$ cat config.mk
export PLATFORM = sky130hd
export DESIGN_NAME = flatten_backward
export DESIGN_NICKNAME = d
export VERILOG_FILES = /design/src/rtl/fpu_pkg.sv /design/src/rtl/tensor_hdr_reader.sv /design/src/rtl/flatten_backward.sv
export SDC_FILE = /design/constraint.sdc
export NUM_CORES = 2
export LEC_CHECK = 0
export CORE_MARGIN = 2
export CORE_UTILIZATION = 40
export DETAILED_ROUTE_END_ITERATION = 8
export HOLD_SLACK_MARGIN = 0.03
export PLACE_DENSITY = 0.56
export SYNTH_ARGS = -nofsm -noshare
export SYNTH_HDL_FRONTEND = slang
export SYNTH_HIERARCHICAL = 1
export SYNTH_SLANG_ARGS = --single-unit
$ cat constraint.sdc
create_clock -name clk -period 11.2 [get_ports clk]
set_input_delay 1.68 -clock clk [delete_from_list [all_inputs] [get_ports clk]]
set_output_delay 1.68 -clock clk [all_outputs]
set_load 0.03 [all_outputs]
$ cat src/rtl/fpu_pkg.sv
// Shared types for the FPU tensor units: flatten-backward FSM states,
// dimension word type and the tensor header length.
package fpu_pkg;

    localparam int HDR_WORDS = 4;

    typedef logic [31:0] dim_t;

    typedef enum logic [3:0] {
        WAIT,
        RD_AHDR,
        RD_BHDR,
        CHECK,
        WR_HDR,
        LOAD,
        WB,
        DONE,
        ERR
    } fbw_state_t;

    // Pick dim i out of a packed 4-dim header image (dim 0 in the low word).
    function automatic dim_t dim_sel(input logic [HDR_WORDS*32-1:0] dims, input logic [1:0] i);
        return dims[{i, 5'b0} +: 32];
    endfunction

endpackage

$ cat src/rtl/tensor_hdr_reader.sv
// Accumulates one 4-word tensor header: stores the dims, keeps a running
// unsigned 32b product and a sticky overflow flag, and supplies the next word address.
module tensor_hdr_reader
    import fpu_pkg::*;
#(
    parameter int AW = 32
) (
    input  logic                     clk,
    input  logic                     rst_i,
    input  logic                     cap_i,
    input  logic [AW-1:0]            base_i,
    input  dim_t                     rdata_i,
    output logic                     first_o,
    output logic                     last_o,
    output logic [AW-1:0]            next_addr_o,
    output logic [HDR_WORDS*32-1:0]  dims_o,
    output dim_t                     prod_o,
    output logic                     ovf_o
);

    logic [1:0]              cnt_q;
    logic [HDR_WORDS*32-1:0] dims_q;
    dim_t                    prod_q;
    logic                    ovf_q;
    dim_t                    acc_base;
    logic [63:0]             prod_full;

    // Capturing word 0 restarts the product, so no explicit clear is needed
    // between tensors and the previous result stays readable until then.
    always_comb begin
        acc_base  = (cnt_q == 2'd0) ? 32'd1 : prod_q;
        prod_full = {32'd0, acc_base} * {32'd0, rdata_i};
    end

    always_ff @(posedge clk) begin
        if (rst_i) begin
            cnt_q  <= '0;
            dims_q <= '0;
            prod_q <= '0;
            ovf_q  <= 1'b0;
        end else if (cap_i) begin
            cnt_q                       <= cnt_q + 2'd1;
            dims_q[{cnt_q, 5'b0} +: 32] <= rdata_i;
            prod_q                      <= prod_full[31:0];
            ovf_q                       <= ((cnt_q != 2'd0) & ovf_q) | (|prod_full[63:32]);
        end
    end

    assign first_o     = (cnt_q == 2'd0);
    assign last_o      = (cnt_q == 2'd3);
    assign next_addr_o = base_i + AW'({1'b0, cnt_q} + 3'd1);
    assign dims_o      = dims_q;
    assign prod_o      = prod_q;
    assign ovf_o       = ovf_q;

endmodule

$ cat src/rtl/flatten_backward.sv
// Flatten backward pass: copies gradient B into D under A's 4-D header.
// Define FLATTEN_BW_SIZECHECK_EN to reject ops whose A and B element counts differ.
module flatten_backward
    import fpu_pkg::*;
#(
    parameter int AW = 32,
    parameter int DW = 32
) (
    input  logic          clk,
    input  logic          rst_l,
    input  logic          go,
    input  logic [AW-1:0] a_base,
    input  logic [AW-1:0] b_base,
    input  logic [AW-1:0] d_base,
    output logic          mem_req,
    output logic          mem_we,
    output logic [AW-1:0] mem_addr,
    output logic [DW-1:0] mem_wdata,
    input  logic          mem_ack,
    input  logic [DW-1:0] mem_rdata,
    output logic          done,
    output logic          err,
    output logic [3:0]    dbg_state
);

    // Memory port: req/we/addr/wdata are registered and held until the cycle
    // in which mem_ack=1; read data is taken in that same ack cycle.
    fbw_state_t              state_q;
    logic                    req_q, we_q, done_q, err_q, ovfa_q;
    logic [AW-1:0]           addr_q, a_base_q, b_base_q, d_base_q;
    logic [DW-1:0]           wdata_q;
    logic [HDR_WORDS*32-1:0] dima_q;
    dim_t                    proda_q, idx_q;
    logic [1:0]              hidx_q;

    logic                    rd_cap, rd_first, rd_last, rd_ovf, size_ok;
    logic [AW-1:0]           rd_base, rd_next_addr;
    logic [HDR_WORDS*32-1:0] rd_dims;
    dim_t                    rd_prod;
    logic [AW-1:0]           hdr_off;

    assign hdr_off = AW'(HDR_WORDS);
    assign rd_base = (state_q == RD_BHDR) ? b_base_q : a_base_q;
    assign rd_cap  = mem_ack && ((state_q == RD_AHDR) || (state_q == RD_BHDR));

    tensor_hdr_reader #(.AW(AW)) u_hdr_reader (
        .clk         (clk),
        .rst_i       (rst_l),
        .cap_i       (rd_cap),
        .base_i      (rd_base),
        .rdata_i     (dim_t'(mem_rdata)),
        .first_o     (rd_first),
        .last_o      (rd_last),
        .next_addr_o (rd_next_addr),
        .dims_o      (rd_dims),
        .prod_o      (rd_prod),
        .ovf_o       (rd_ovf)
    );

`ifdef FLATTEN_BW_SIZECHECK_EN
    assign size_ok = (proda_q == rd_prod);
`else
    assign size_ok = 1'b1;
`endif

    always_ff @(posedge clk) begin
        if (rst_l) begin
            state_q  <= WAIT;
            req_q    <= 1'b0;
            we_q     <= 1'b0;
            addr_q   <= '0;
            wdata_q  <= '0;
            done_q   <= 1'b0;
            err_q    <= 1'b0;
            a_base_q <= '0;
            b_base_q <= '0;
            d_base_q <= '0;
            dima_q   <= '0;
            proda_q  <= '0;
            ovfa_q   <= 1'b0;
            hidx_q   <= '0;
            idx_q    <= '0;
        end else begin
            case (state_q)
                WAIT: if (go) begin
                    a_base_q <= a_base;
                    b_base_q <= b_base;
                    d_base_q <= d_base;
                    req_q    <= 1'b1;
                    we_q     <= 1'b0;
                    addr_q   <= a_base;
                    state_q  <= RD_AHDR;
                end
                RD_AHDR: if (mem_ack) begin
                    if (rd_last) begin
                        addr_q  <= b_base_q;
                        state_q <= RD_BHDR;
                    end else begin
                        addr_q  <= rd_next_addr;
                    end
                end
                // The reader still holds A until B's first word lands.
                RD_BHDR: if (mem_ack) begin
                    if (rd_first) begin
                        dima_q  <= rd_dims;
                        proda_q <= rd_prod;
                        ovfa_q  <= rd_ovf;
                    end
                    if (rd_last) begin
                        req_q   <= 1'b0;
                        state_q <= CHECK;
                    end else begin
                        addr_q  <= rd_next_addr;
                    end
                end
                CHECK: begin
                    if (ovfa_q || rd_ovf || !size_ok) begin
                        err_q   <= 1'b1;
                        state_q <= ERR;
                    end else begin
                        req_q   <= 1'b1;
                        we_q    <= 1'b1;
                        addr_q  <= d_base_q;
                        wdata_q <= DW'(dim_sel(dima_q, 2'd0));
                        hidx_q  <= '0;
                        state_q <= WR_HDR;
                    end
                end
                WR_HDR: if (mem_ack) begin
                    if (hidx_q == 2'd3) begin
                        we_q <= 1'b0;
                        if (proda_q != '0) begin
                            idx_q   <= '0;
                            addr_q  <= b_base_q + hdr_off;
                            state_q <= LOAD;
                        end else begin
                            req_q   <= 1'b0;
                            done_q  <= 1'b1;
                            state_q <= DONE;
                        end
                    end else begin
                        hidx_q  <= hidx_q + 2'd1;
                        addr_q  <= d_base_q + AW'({1'b0, hidx_q} + 3'd1);
                        wdata_q <= DW'(dim_sel(dima_q, hidx_q + 2'd1));
                    end
                end
                LOAD: if (mem_ack) begin
                    wdata_q <= mem_rdata;
                    we_q    <= 1'b1;
                    addr_q  <= d_base_q + hdr_off + AW'(idx_q);
                    state_q <= WB;
                end
                WB: if (mem_ack) begin
                    we_q <= 1'b0;
                    if (idx_q == proda_q - 32'd1) begin
                        req_q   <= 1'b0;
                        done_q  <= 1'b1;
                        state_q <= DONE;
                    end else begin
                        idx_q   <= idx_q + 32'd1;
                        addr_q  <= b_base_q + hdr_off + AW'(idx_q + 32'd1);
                        state_q <= LOAD;
                    end
                end
                DONE: if (!go) begin
                    done_q  <= 1'b0;
                    state_q <= WAIT;
                end
                ERR: if (!go) begin
                    err_q   <= 1'b0;
                    state_q <= WAIT;
                end
                default: state_q <= WAIT;
            endcase
        end
    end

    assign mem_req   = req_q;
    assign mem_we    = we_q;
    assign mem_addr  = addr_q;
    assign mem_wdata = wdata_q;
    assign done      = done_q;
    assign err       = err_q;
    assign dbg_state = state_q;

endmodule

==> run_results.csv <==
group,metric,value,unit
layout,layout.cells.non_filler,9303,
global_route,grt_start_max_net_pins,97,
die,fp.dieW,399.5,um
timing,tns,0,ns
cts,clk_transition_reported_paths,0.09,ns
layout,nets,8596,
drt,vias,52050,
timing,worst_pin_slew,1.206,ns
timing,whs,0.4413,ns
drt,ant_nets,0,
synth,syn_nets,8698,
drt,detailroute.wirelength.met3,10760,um
drt,wl_met2,100600,um
synth,syn_avg_cell_area,8.576,um^2
cts,cts_max_level,2,
cts,cts.sinks,526,
place,post-place-ws,0.6432,ns
die,initial_core_util,40.15,%
drt,top_layer,"met4",
die,core,0.1558,mm^2
pwr,power_density,149.7,mW/mm^2
timing,min_period_over_period,89.46,%
synth,async_flop_share,0,%
drt,met1Wirelength,89450,um
run,max_cap_violations,0,
cts,clkLatencyLatePin,0.69,ns
drt,first_pass_iters,9,
timing,final_hold_viol_count,0,
timing,setup_viol,0,
pwr,seqPwrFrac,24.2,%
cts,cts_setup_buffers,0,
cts,cts_tree,"yes",
worst_hold_path,min_path_type,"reg -> reg",
drt,viasPerCell,5.595,
pwr,power,10.25,mW
critical_path,slowest_delay,0.68,ns
critical_path,worstPathMaxFanout,23,
place,place_inst,9194,
synth,synth_top_area_share,28.79,%
cts,cts_hold_buf,0,
pwr,combinationalPowerShare,56.2,%
timing,timing.final.ws_setup,1.181,ns
synth,synthDistinctLibCells,106,
synth,synthSimpleGateAreaFrac,20.45,%
place,place_congestion,0.9997,
timing,drv_slew,0,
die,die_h,399.5,um
synth,synth_top_family_by_area,"adder cells",
synth,ys_warn_count,6,
global_route,globalRoute.totalOverflow,0,
synth,yosys_register_bits,526,
synth,muxShareOfSynthArea,2.651,%
synth,synthTopCellsByCount,"1199 x nand2_1, 900 x fa_1, 745 x inv_1",
critical_path,critical_path_required,11.75,ns
synth,synth_compound_gate_area_share,12.70,%
timing,slew_headroom,19.05,%
synth,synthXorXnorAreaFrac,3.443,%
place,dp_hpwl,165000,um
drt,wire_per_inst,22.76,um
global_route,antenna_found_initial,3,
timing,fmax,99.81,MHz
synth,netlist_instances,7297,
synth,synth.most_common_cell,"nand2_1",
pwr,p_sw,5.052,mW
drt,drt_iter0_markers,3756,
synth,syn_area,0.06258,mm^2
synth,synth_area_leaders,"fa_1 29%, dfxtp_1 17%, ha_1 7.4%, nand2_1 7.2%, and2_1 5.9%",
synth,synth_flop_cell,"dfxtp_1",
critical_path,cp_common_cell,"fa_1",
global_route,groute.usage.overall,26.52,%
pwr,leakagePower,26.27,nW
drt,wl,211800,um
synth,synth_edf_count,0,
cts,cts_made_buffers,57,
critical_path,crit_arrival,10.56,ns
cts,ctsResizeCount,0,
die,ios,204,
critical_path,end_kind,"flip-flop",
global_route,grt_pass1_wl,328000,um
global_route,first_global_vias,53330,
cts,root_buffer,"clkbuf_16",
drt,drc,0,
critical_path,startpoint_type,"flip-flop",
die,die_area,0.1596,mm^2
synth,synthAdderAreaFrac,36.17,%
pwr,p_clk_share,19.7,%
timing,rsz0062_at_grt,"false",
layout,layout-drive-gt1-share,5.978,%
timing,fin_skew,0.05009,ns
layout,synthToLayoutAreaGrowth,9.431,%
pwr,ir_worst_vdd,0.1372,mV
run_status,status,"finished clean",
pwr,netSwitchingFraction,49.28,%
synth,synth_top_area_cell,"fa_1",
synth,yosysSeqAreaShare,16.83,%
critical_path,slowest_stage,"nor2b_2",
place,io_buffers,203,
critical_path,critical_path_class,"reg -> reg",
die,placement_rows,145,
cts,cts_buffer_depth,3,
timing,period_needed,10.02,ns
pwr,intPower,5.199,mW
## cell families after synthesis
| logic type | after synthesis |
|---|---|
| compound gates | 1199 |
| buf+inv | 1270 |
| flops | 526 |
| xor+xnor | 246 |
| mux | 121 |
| simple gates | 2666 |
| fa+ha+maj | 1269 |
## cells in the final DEF, fill, tap and decap left out, types with 129 or more instances in the layout
cell type / instances
o21ai_0: 129
buf_4: 160
and2_1: 589
dfxtp_1: 522
clkdlybuf4s50_1: 202
inv_1: 745
xnor2_1: 157
a22oi_1: 135
nand2_1: 1195
fa_1: 900
a21oi_1: 462
ha_1: 367
nor2_1: 356
## per-stage QoR
stage               instance area [um^2]  util [%]
finish                             68480     43.94
global route                       68470     43.94
CTS                                68470     43.94
global placement                   66520     42.69
floorplan                          62580         -
detailed placement                 66520     42.69
## final timing paths
check / startpoint / end / slack, ns / cells after the start
worst max register to register: u_hdr_reader/cnt_q[0] / u_hdr_reader/ovf_o / 1.18 / 27
worst min register to register: u_hdr_reader/dims_o[25] / dima_q[25] / 0.44 / 2
worst max-delay path: u_hdr_reader/cnt_q[0] / u_hdr_reader/ovf_o / 1.18 / 27
worst min-delay path: u_hdr_reader/dims_o[25] / dima_q[25] / 0.44 / 2
## flip-flops by register name, indices dropped and copies added (netlist names)
signal / flops
u_hdr_reader/prod_o: 32
mem_wdata: 32
err: 1
u_hdr_reader/dims_o: 128
dbg_state: 4
dima_q: 128
u_hdr_reader/cnt_q: 2
a_base_q: 32
b_base_q: 32
hidx_q: 2
u_hdr_reader/ovf_o: 1
mem_req: 1
mem_addr: 32
done: 1
ovfa_q: 1
proda_q: 32
d_base_q: 32
idx_q: 32
mem_we: 1
## power groups by stage
stage | clock network, mW | registers, mW | logic (mW)
after floorplan | 0 | 2.50 | 3.51
after global placement | 0 | 2.51 | 5.67
after detailed placement | 0 | 2.51 | 5.65
after CTS | 2.06 | 2.47 | 5.73
after global routing | 2.13 | 2.50 | 6.26
final | 2.02 | 2.48 | 5.76
## critical path: cells and delay by family, from the launching register on
kind,cells,cell delay [ns]
AO/OA/AOI/OAI,5,1.35
flip-flops,1,0.54
adder cells (fa/ha/maj),10,4.85
buffers and inverters,5,1.22
AND/OR/NAND/NOR,7,1.90
## per-layer routing
metal	vias up	GRT usage [%]
met4	0	11.89
met5	-	0
met1	26350	34.51
met3	383	3.001
li1	23730	-
met2	1586	44.31
## final cells by class
class	instances	area (um^2)
Multi-Input combinational cell	5501	47380
Antenna cell	2	5.005
Inverter	746	2800
Sequential cell	526	10540
Fill cell	15350	87360
Tap cell	2058	2575
Clock inverter	28	321.6
Clock buffer	79	1629
Timing Repair Buffer	363	3238
Power figures use the tool's default switching activity.
